## src/rtl/ser_tx8.sv

```systemverilog
// Byte serializer: 8N1-style frame (start 0, 8 data LSB first, stop 1), CLKS_PER_BIT clocks per bit.
// Accept-to-ready is 10*CLKS_PER_BIT cycles; ready is low for the whole frame, and valid is ignored while low.
module ser_tx8 #(
    parameter int CLKS_PER_BIT = 4
) (
    input  logic       clk,
    input  logic       rst,
    input  logic [7:0] d,
    input  logic       valid,
    output logic       ready,
    output logic       txd,
    output logic       busy,
    output logic       done
);
    localparam int CW = (CLKS_PER_BIT > 1) ? $clog2(CLKS_PER_BIT) : 1;
    localparam logic [CW-1:0] LAST = CW'(CLKS_PER_BIT - 1);

    typedef enum logic [1:0] {IDLE, START, DATA, STOP} state_t;

    state_t        r_state;
    logic [7:0]    r_shreg;
    logic [2:0]    r_bit;
    logic [CW-1:0] r_cnt;
    logic          r_txd;
    logic          r_ready;
    logic          r_busy;
    logic          r_done;

    logic w_accept;
    logic w_bit_end;

    assign w_accept  = valid & r_ready;
    assign w_bit_end = (r_cnt == LAST);

    always_ff @(posedge clk or negedge rst) begin
        if (!rst) begin
            r_state <= IDLE;
            r_shreg <= '0;
            r_bit   <= '0;
            r_cnt   <= '0;
            r_txd   <= 1'b1;
            r_ready <= 1'b1;
            r_busy  <= 1'b0;
            r_done  <= 1'b0;
        end else begin
            r_done <= 1'b0;
            case (r_state)
                IDLE: begin
                    if (w_accept) begin
                        r_shreg <= d;
                        r_state <= START;
                        r_txd   <= 1'b0;
                        r_ready <= 1'b0;
                        r_busy  <= 1'b1;
                        r_bit   <= '0;
                        r_cnt   <= '0;
                    end
                end
                START: begin
                    if (w_bit_end) begin
                        r_state <= DATA;
                        r_txd   <= r_shreg[0];
                        r_bit   <= '0;
                        r_cnt   <= '0;
                    end else begin
                        r_cnt <= r_cnt + CW'(1);
                    end
                end
                DATA: begin
                    if (w_bit_end) begin
                        r_cnt <= '0;
                        if (r_bit == 3'd7) begin
                            r_state <= STOP;
                            r_txd   <= 1'b1;
                        end else begin
                            // shreg[0] is always the bit currently on the line
                            r_bit   <= r_bit + 3'd1;
                            r_shreg <= {1'b0, r_shreg[7:1]};
                            r_txd   <= r_shreg[1];
                        end
                    end else begin
                        r_cnt <= r_cnt + CW'(1);
                    end
                end
                STOP: begin
                    if (w_bit_end) begin
                        r_state <= IDLE;
                        r_ready <= 1'b1;
                        r_busy  <= 1'b0;
                        r_done  <= 1'b1;
                        r_cnt   <= '0;
                    end else begin
                        r_cnt <= r_cnt + CW'(1);
                    end
                end
                default: r_state <= IDLE;
            endcase
        end
    end

    assign ready = r_ready;
    assign txd   = r_txd;
    assign busy  = r_busy;
    assign done  = r_done;
endmodule

```

## config.mk

```make
export PLATFORM = sky130hd
export DESIGN_NAME = ser_tx8
export DESIGN_NICKNAME = d
export VERILOG_FILES = /design/src/rtl/ser_tx8.sv
export SDC_FILE = /design/constraint.sdc
export NUM_CORES = 1
export LEC_CHECK = 0
export BUFFER_PORTS_ARGS = -buffer_cell sky130_fd_sc_hd__buf_2
export CAP_MARGIN = 5
export CORE_ASPECT_RATIO = 0.6
export CORE_MARGIN = 5
export CORE_UTILIZATION = 49
export DETAILED_ROUTE_END_ITERATION = 7
export PLACE_DENSITY = 0.7
export SETUP_SLACK_MARGIN = 0.4
export SYNTH_ARGS = -nofsm -noshare
export SYNTH_HDL_FRONTEND = slang
export SYNTH_SLANG_ARGS = --single-unit
export TNS_END_PERCENT = 30
```

## constraint.sdc

```tcl
create_clock -name clk -period 4.6 [get_ports clk]
set_clock_uncertainty 0.15 [all_clocks]
set_input_delay 0.92 -clock clk [delete_from_list [all_inputs] [get_ports clk]]
set_output_delay 0.92 -clock clk [all_outputs]
set_load 0.02 [all_outputs]
```

==> results of run 1 <==
[metrics by stage]
stage                     hold slack [ns]  util, %  power [W]  setup WS (ns)  cell area (um^2)
final                              0.3320    57.52  0.0008518          2.320              1235
after global routing               0.3481    57.52  0.0009199          2.189              1235
after CTS                          0.3378    57.52  0.0008556          2.319              1235
after detailed placement           0.3220    55.36  0.0007356          2.255              1189
after global placement             0.3145    55.36  0.0007148          2.310              1189
after floorplan                    0.3022        -  0.0006389          2.550              1091
[metal layers]
layer  vias to the layer above  share of wire (%)
li1                        371                  -
met1                       363                 51
met2                        17                 42
met3                         2                5.9
met4                         0               0.60
met5                         -                  0
[kinds of logic (layout without fill, tap and decap cells)]
kind of cell	count (synthesis)	in the layout	share of synthesized area, %
muxes	18	18	18.46
buffers and inverters	10	26	3.670
AOI/OAI and AO/OA	17	17	12.16
adders and majority gates	9	9	10.32
DFF	19	19	43.81
and+or+nand+nor	21	21	11.58
[synth_stat cells]
| cell | count |
|---|---|
| a21bo_2 | 1 |
| a21boi_0 | 1 |
| a21boi_1 | 1 |
| a21o_1 | 1 |
| a21oi_1 | 3 |
| a221oi_4 | 1 |
| and3_1 | 1 |
| buf_2 | 2 |
| dfrtp_1 | 17 |
| dfstp_2 | 2 |
| ha_1 | 9 |
| inv_1 | 8 |
| mux2_1 | 3 |
| mux2_2 | 14 |
| mux2i_1 | 1 |
| nand2_1 | 3 |
| nand2b_1 | 2 |
| nand2b_4 | 1 |
| nand3_1 | 6 |
| nor2_1 | 3 |
| nor2b_1 | 1 |
| nor4_1 | 1 |
| nor4b_1 | 1 |
| nor4bb_1 | 2 |
| o2111ai_1 | 1 |
| o211ai_1 | 3 |
| o21ai_0 | 4 |
| o21bai_1 | 1 |
[worst register-to-register path, delay by kind of cell, from the launching register on]
kind / cells / cell delay, ns
buf+inv: 1 / 0.15
flops: 1 / 0.40
compound gates: 2 / 0.48
mux: 1 / 0.38
fa+ha+maj: 1 / 0.62
[layout make-up]
type / count / area [um^2]
clock buffers: 3 / 41.29
well taps: 30 / 37.54
repair buffers: 14 / 70.07
multi-input cells: 65 / 573.1
flip-flops and latches: 19 / 478.0
clock inverters: 1 / 5.005
inverters: 8 / 30.03
fillers: 182 / 912.1
[power by group through the flow]
stage / combinational (W) / clock [W] / sequential (W)
after CTS: 0.000448 / 0.000121 / 0.000287
after global routing: 0.000496 / 0.000128 / 0.000296
after global placement: 0.000428 / 0 / 0.000287
final: 0.000446 / 0.000118 / 0.000287
after detailed placement: 0.000446 / 0 / 0.000290
after floorplan: 0.000355 / 0 / 0.000284
[path summary, 6_finish.rpt]
check                                start  cells past startpoint         end
worst max-delay path            r_state[0]                      5  r_state[1]
worst max register to register  r_state[0]                      5  r_state[1]
worst min register to register  r_shreg[5]                      1  r_shreg[5]
worst min-delay path            r_shreg[5]                      1  r_shreg[5]
max in group asynchronous              rst                      1         txd
min in group asynchronous              rst                      1  r_shreg[7]
[flip-flops by register name, indices dropped and copies added (netlist names)]
name,cells
busy,1
r_state,2
r_bit,3
r_shreg,8
ready,1
done,1
txd,1
r_cnt,2
==> results.yml, run 1 <==
critical_path:
  arrival_ns: 2.28
  reg2reg_slack_ns: 2.32
  worstPathCellList: "inv_1 -> ha_1 -> o21bai_1 -> o2111ai_1 -> mux2_2"
  end_kind: "register"
  path_buf_inv: 1
  start_kind: "register"
  critPathTopFamily: "adder cells"
  crit_type: "register to register"
  slowest_stage: "ha_1"
  slowest_delay_ns: 0.62
  worstPathMaxFanout: 17
  crit_required_ns: 4.60
yosys:
  synth_top_area_cell: "dfrtp_1"
  synth.avg_cell_area_um2: 11.61
  yosysWarnings: 0
  syn_nets: 114
  ys_seq_area_share_pct: 43.81
  syn_inst: 94
  netlist.area_leader.share_pct: 38.99
  synth-seq-cells: 19
  yosysUniqueCellTypes: 28
  synthTopCellsByArea: "dfrtp_1, mux2_2, ha_1"
  synth.cell_area_um2: 1091
routing:
  drtIter0Drc: 41
  wl_per_cell_um: 14.31
  drc: 0
  route.antenna.remaining_nets: 0
  dr.pass1.iters: 4
  routed_wl_um: 2004
  vias_per_cell: 5.379
  num_vias: 753
global_route:
  grtUsageMet3_pct: 6.100
  global_route.usage.met2_pct: 20.81
  use_met1_pct: 19.44
  grt_max_degree: 20
  grt_busiest_layer: "met2"
  grt_usage_pct: 14.27
  grt_pass1_wl_um: 3553
  grt_overflow: 0
  grt_pass1_vias: 747
  grt_antenna_before_repair: 0
cts:
  cts_root_buffer: "clkbuf_8"
  worstSkewPairLatency_ns: 0.26
  cts_resized: 0
  clk_path_buf_depth: 2
  cts_tree: "done"
  cts_hold_buf: 0
  post_cts_buffers: 0
  clk_pin_slew_ns: 0.08
  cts.sinks: 19
  numCtsBuffers: 3
  h-tree-depth: 1
floorplan:
  die_area_um2: 3301
  core_area_um2: 2147
  die_w_um: 70.92
  start_util_pct: 50.82
  die_height_um: 46.55
  core.rowCount: 13
  ioPinCount: 15
power:
  clockPowerShare_pct: 13.9
  netSwitchingPower_w: 0.0003317
  p_sw_share_pct: 38.94
  combPwrFrac_pct: 52.4
  seqPwrFrac_pct: 33.7
  max-vdd-ir-drop_mv: 0.4091
  p_leak_nw: 0.5604
  p_per_area_nw_per_um2: 689.8
  p_int_w: 0.0005201
place:
  gp_congestion: 0.7610
  place_hpwl_um: 1542
  port_buffers: 14
  placed_cells: 136
sta:
  relSlewSlack_pct: 55.06
  rsz0062_at_grt: "no"
  layout_min_cycle_time_ns: 2.280
  setup_tns_ns: 0
  period_share_pct: 49.56
  fmax_mhz: 438.6
  slew_violations: 0
  final_hold_viol_count: 0
  final-setup-viol-count: 0
  worstMarginPinSlew_ns: 0.6741
flow_run:
  drv_cap: 0
layout:
  drive_gt1_share_pct: 33.64
  fin_cells: 140
  num-nets-final: 131
  syn_to_final_growth_pct: 13.19
  final_common_cell: "dfrtp_1"
  antennaDiodeCount: 0
  most-common-layout-cells: "dfrtp_1, mux2_2, buf_2, ha_1, inv_1"
status:
  status: "finished, final reports clean"
min_path:
  min-delay-path-class: "register to register"
(Power assumes the default switching activity.)
==> run 2: changes to the inputs <==
- ABC_AREA: unset -> 1
- PLACE_DENSITY: 0.7 -> 0.69
- clock period: 4.6 -> 2.3 ns (I/O delays scaled with it)
==> run 2 against run 1 <==
  * Synthesized cell count grew 56%
  * Largest cell class unchanged
  * Critical endpoint is now r_bit[2]
  * Fmax up 34%
  * Largest power group is now registers
  * Sequential power up 16%
  * Cell count increased by 39%
  * Highest routed layer unchanged
  * Combinational power fell by 95%
  * Via count up 26%
  * First-iteration DRC count unchanged
  * Sequential share of layout area fell by 2.2 points
==> results.yml, run 2 <==
cts:
  clk_path_buf_depth: 2
  clk_pin_slew_ns: 0.07
  cts_tree: "done"
  worstSkewPairLatency_ns: 0.25
  numCtsBuffers: 3
  cts_root_buffer: "clkbuf_8"
  h-tree-depth: 1
  cts.sinks: 19
critical_path:
  slowest_stage: "dfrtp_1"
  path_buf_inv: 0
  worstPathCellList: "ha_1 -> ha_1 -> a21oi_1 -> nand3_1 -> nand2_1 -> nand2_1"
  end_kind: "register"
  start_kind: "register"
  crit_type: "register to register"
  arrival_ns: 1.71
  crit_required_ns: 2.30
  critPathTopFamily: "adder cells"
  r2r_start: "r_bit[0]"
  r2r-end: "r_bit[2]"
  reg2reg_slack_ns: 0.59
  slowest_delay_ns: 0.41
  cp_num_cells: 6
  r2r_cells: 6
  worstPathMaxFanout: 4
yosys:
  yosysWarnings: 0
  async_flop_share_pct: 100.0
  ys.flop_type: "dfrtp_1"
  syn_inst: 147
  synth_compound_gate_area_share_pct: 8.696
  yosys.area_share.adder_pct: 9.783
  synthTopCellsByArea: "dfrtp_1, nand2_1, ha_1"
  ys_seq_area_share_pct: 41.52
  synth_top_area_cell: "dfrtp_1"
  synth-edff-count: 0
  synthSimpleGateAreaFrac_pct: 34.13
  yosysUniqueCellTypes: 21
  synth.avg_cell_area_um2: 7.831
  syn_nets: 167
  synth-seq-cells: 19
  synth.cell_area_um2: 1151
  synth_top_family_by_area: "simple AND/OR/NAND/NOR gates"
  synth_common_cells: "nand2_1, dfrtp_1, inv_1, o21ai_0, nand3_1"
  synth_xor_area_share_pct: 0
  netlist.area_leader.share_pct: 36.96
  yosysMostFrequentCell: "nand2_1"
  muxShareOfSynthArea_pct: 0
sta:
  slew_violations: 0
  final-setup-viol-count: 0
  worstMarginPinSlew_ns: 0.4175
  layout_min_cycle_time_ns: 1.707
  rsz0062_at_grt: "no"
  final_hold_viol_count: 0
  fmax_mhz: 586.0
  relSlewSlack_pct: 72.17
  period_share_pct: 74.20
  setup_tns_ns: 0
place:
  placed_area_um2: 1251
  placed_cells: 190
  gp_congestion: 0.7884
  place_hpwl_um: 1752
  port_buffers: 14
floorplan:
  die_area_um2: 3450
  core_area_um2: 2196
  ioPinCount: 15
  core.rowCount: 13
  die_w_um: 72.57
  start_util_pct: 52.42
  die_height_um: 47.55
layout:
  drive_gt1_share_pct: 20.61
  largest_register_ffs: 8
  syn_to_final_growth_pct: 13.80
  fin_util_pct: 59.66
  most-common-layout-cells: "nand2_1, dfrtp_1, buf_2, inv_1, o21ai_0"
  fin_cells: 195
  reg_top3: "r_shreg: 8 flops, r_bit: 3 flops"
  antennaDiodeCount: 0
  final_common_cell: "nand2_1"
  largest-register: "r_shreg"
  final_area_um2: 1310
  num-nets-final: 186
routing:
  route.antenna.remaining_nets: 0
  dr.pass1.iters: 4
  wl_per_cell_um: 11.50
  routed_wl_um: 2243
  num_vias: 949
  drtIter0Drc: 41
  drc: 0
  vias_per_cell: 4.867
global_route:
  grt_overflow: 0
  grt_antenna_before_repair: 0
  grt_pass1_wl_um: 4091
  grt_max_degree: 20
  grt_pass1_vias: 909
  grt_usage_pct: 15.77
min_path:
  whs_path_depth: 2
  hp-start: "busy"
  min-delay-path-class: "register to register"
  min_to: "busy"
power:
  p_leak_nw: 0.7584
  p_per_area_nw_per_um2: 448.4
  p_total_w: 0.0005874
  max-vdd-ir-drop_mv: 0.2093
flow_run:
  drv_cap: 0
status:
  status: "finished, final reports clean"
-- run 2: timing repair --
item                       CTS  global route
setup endpoints to repair    0            13
setup buffers                0             0
hold buffers                 1             0
hold endpoints to repair    17             0
gates resized for setup      0             1
-- run 2: kinds of logic after synthesis --
kind of cell,after synthesis
AND/OR/NAND/NOR,85
AO/OA/AOI/OAI,17
flip-flops,19
adder cells (fa/ha/maj),9
buffers and inverters,17
-- run 2: worst max path at each step --
| stage | start | endpoint | slack [ns] |
|---|---|---|---|
| after global placement | r_state[0] | r_state[1] | 0.55 |
| final | r_bit[0] | r_bit[2] | 0.59 |
| after global routing | r_bit[0] | r_bit[1] | 0.45 |
| after CTS | r_state[0] | r_state[0] | 0.46 |
| after detailed placement | r_state[0] | r_state[0] | 0.47 |
| after floorplan | r_bit[0] | r_bit[0] | 0.76 |
-- run 2: worst register-to-register path, delay by kind of cell, from the launching register on --
kind / cells / cell delay [ns]
adder cells (fa/ha/maj): 2 / 0.44
AND/OR/NAND/NOR: 3 / 0.32
flip-flops: 1 / 0.41
AO/OA/AOI/OAI: 1 / 0.29
-- run 2: routing by layer --
metal | global-route usage, % | up-vias | share of wire, %
met4 | 3.309 | 0 | 0.36
li1 | - | 497 | -
met3 | 5.031 | 2 | 6.0
met5 | 0 | - | 0
met1 | 22.27 | 426 | 53
met2 | 24.01 | 24 | 41
-- run 2: final cells by class --
class,count,area [um^2]
clock buffer,3,41.29
fill,210,885.9
inverter,16,60.06
tap,30,37.54
clock inverter,1,5.005
multi-input combinational,111,608.1
timing repair buffer,15,80.08
sequential,19,478.0
-- run 2: stage by stage --
step                      hold WS (ns)  setup slack [ns]
after global placement          0.2725            0.5494
after detailed placement        0.2721            0.4672
final                           0.3193            0.5934
after global routing            0.3655            0.4503
after floorplan                0.01441            0.7601
after CTS                       0.3258            0.4557
-- run 2: power by group --
group          leakage [nW]  internal (W)  switching [W]  total [W]
Clock                0.0255      0.000120       0.000112   0.000232
Sequential            0.253      0.000334              0   0.000334
Combinational         0.480    0.00000968      0.0000114  0.0000211
Total                 0.758      0.000464       0.000123   0.000587
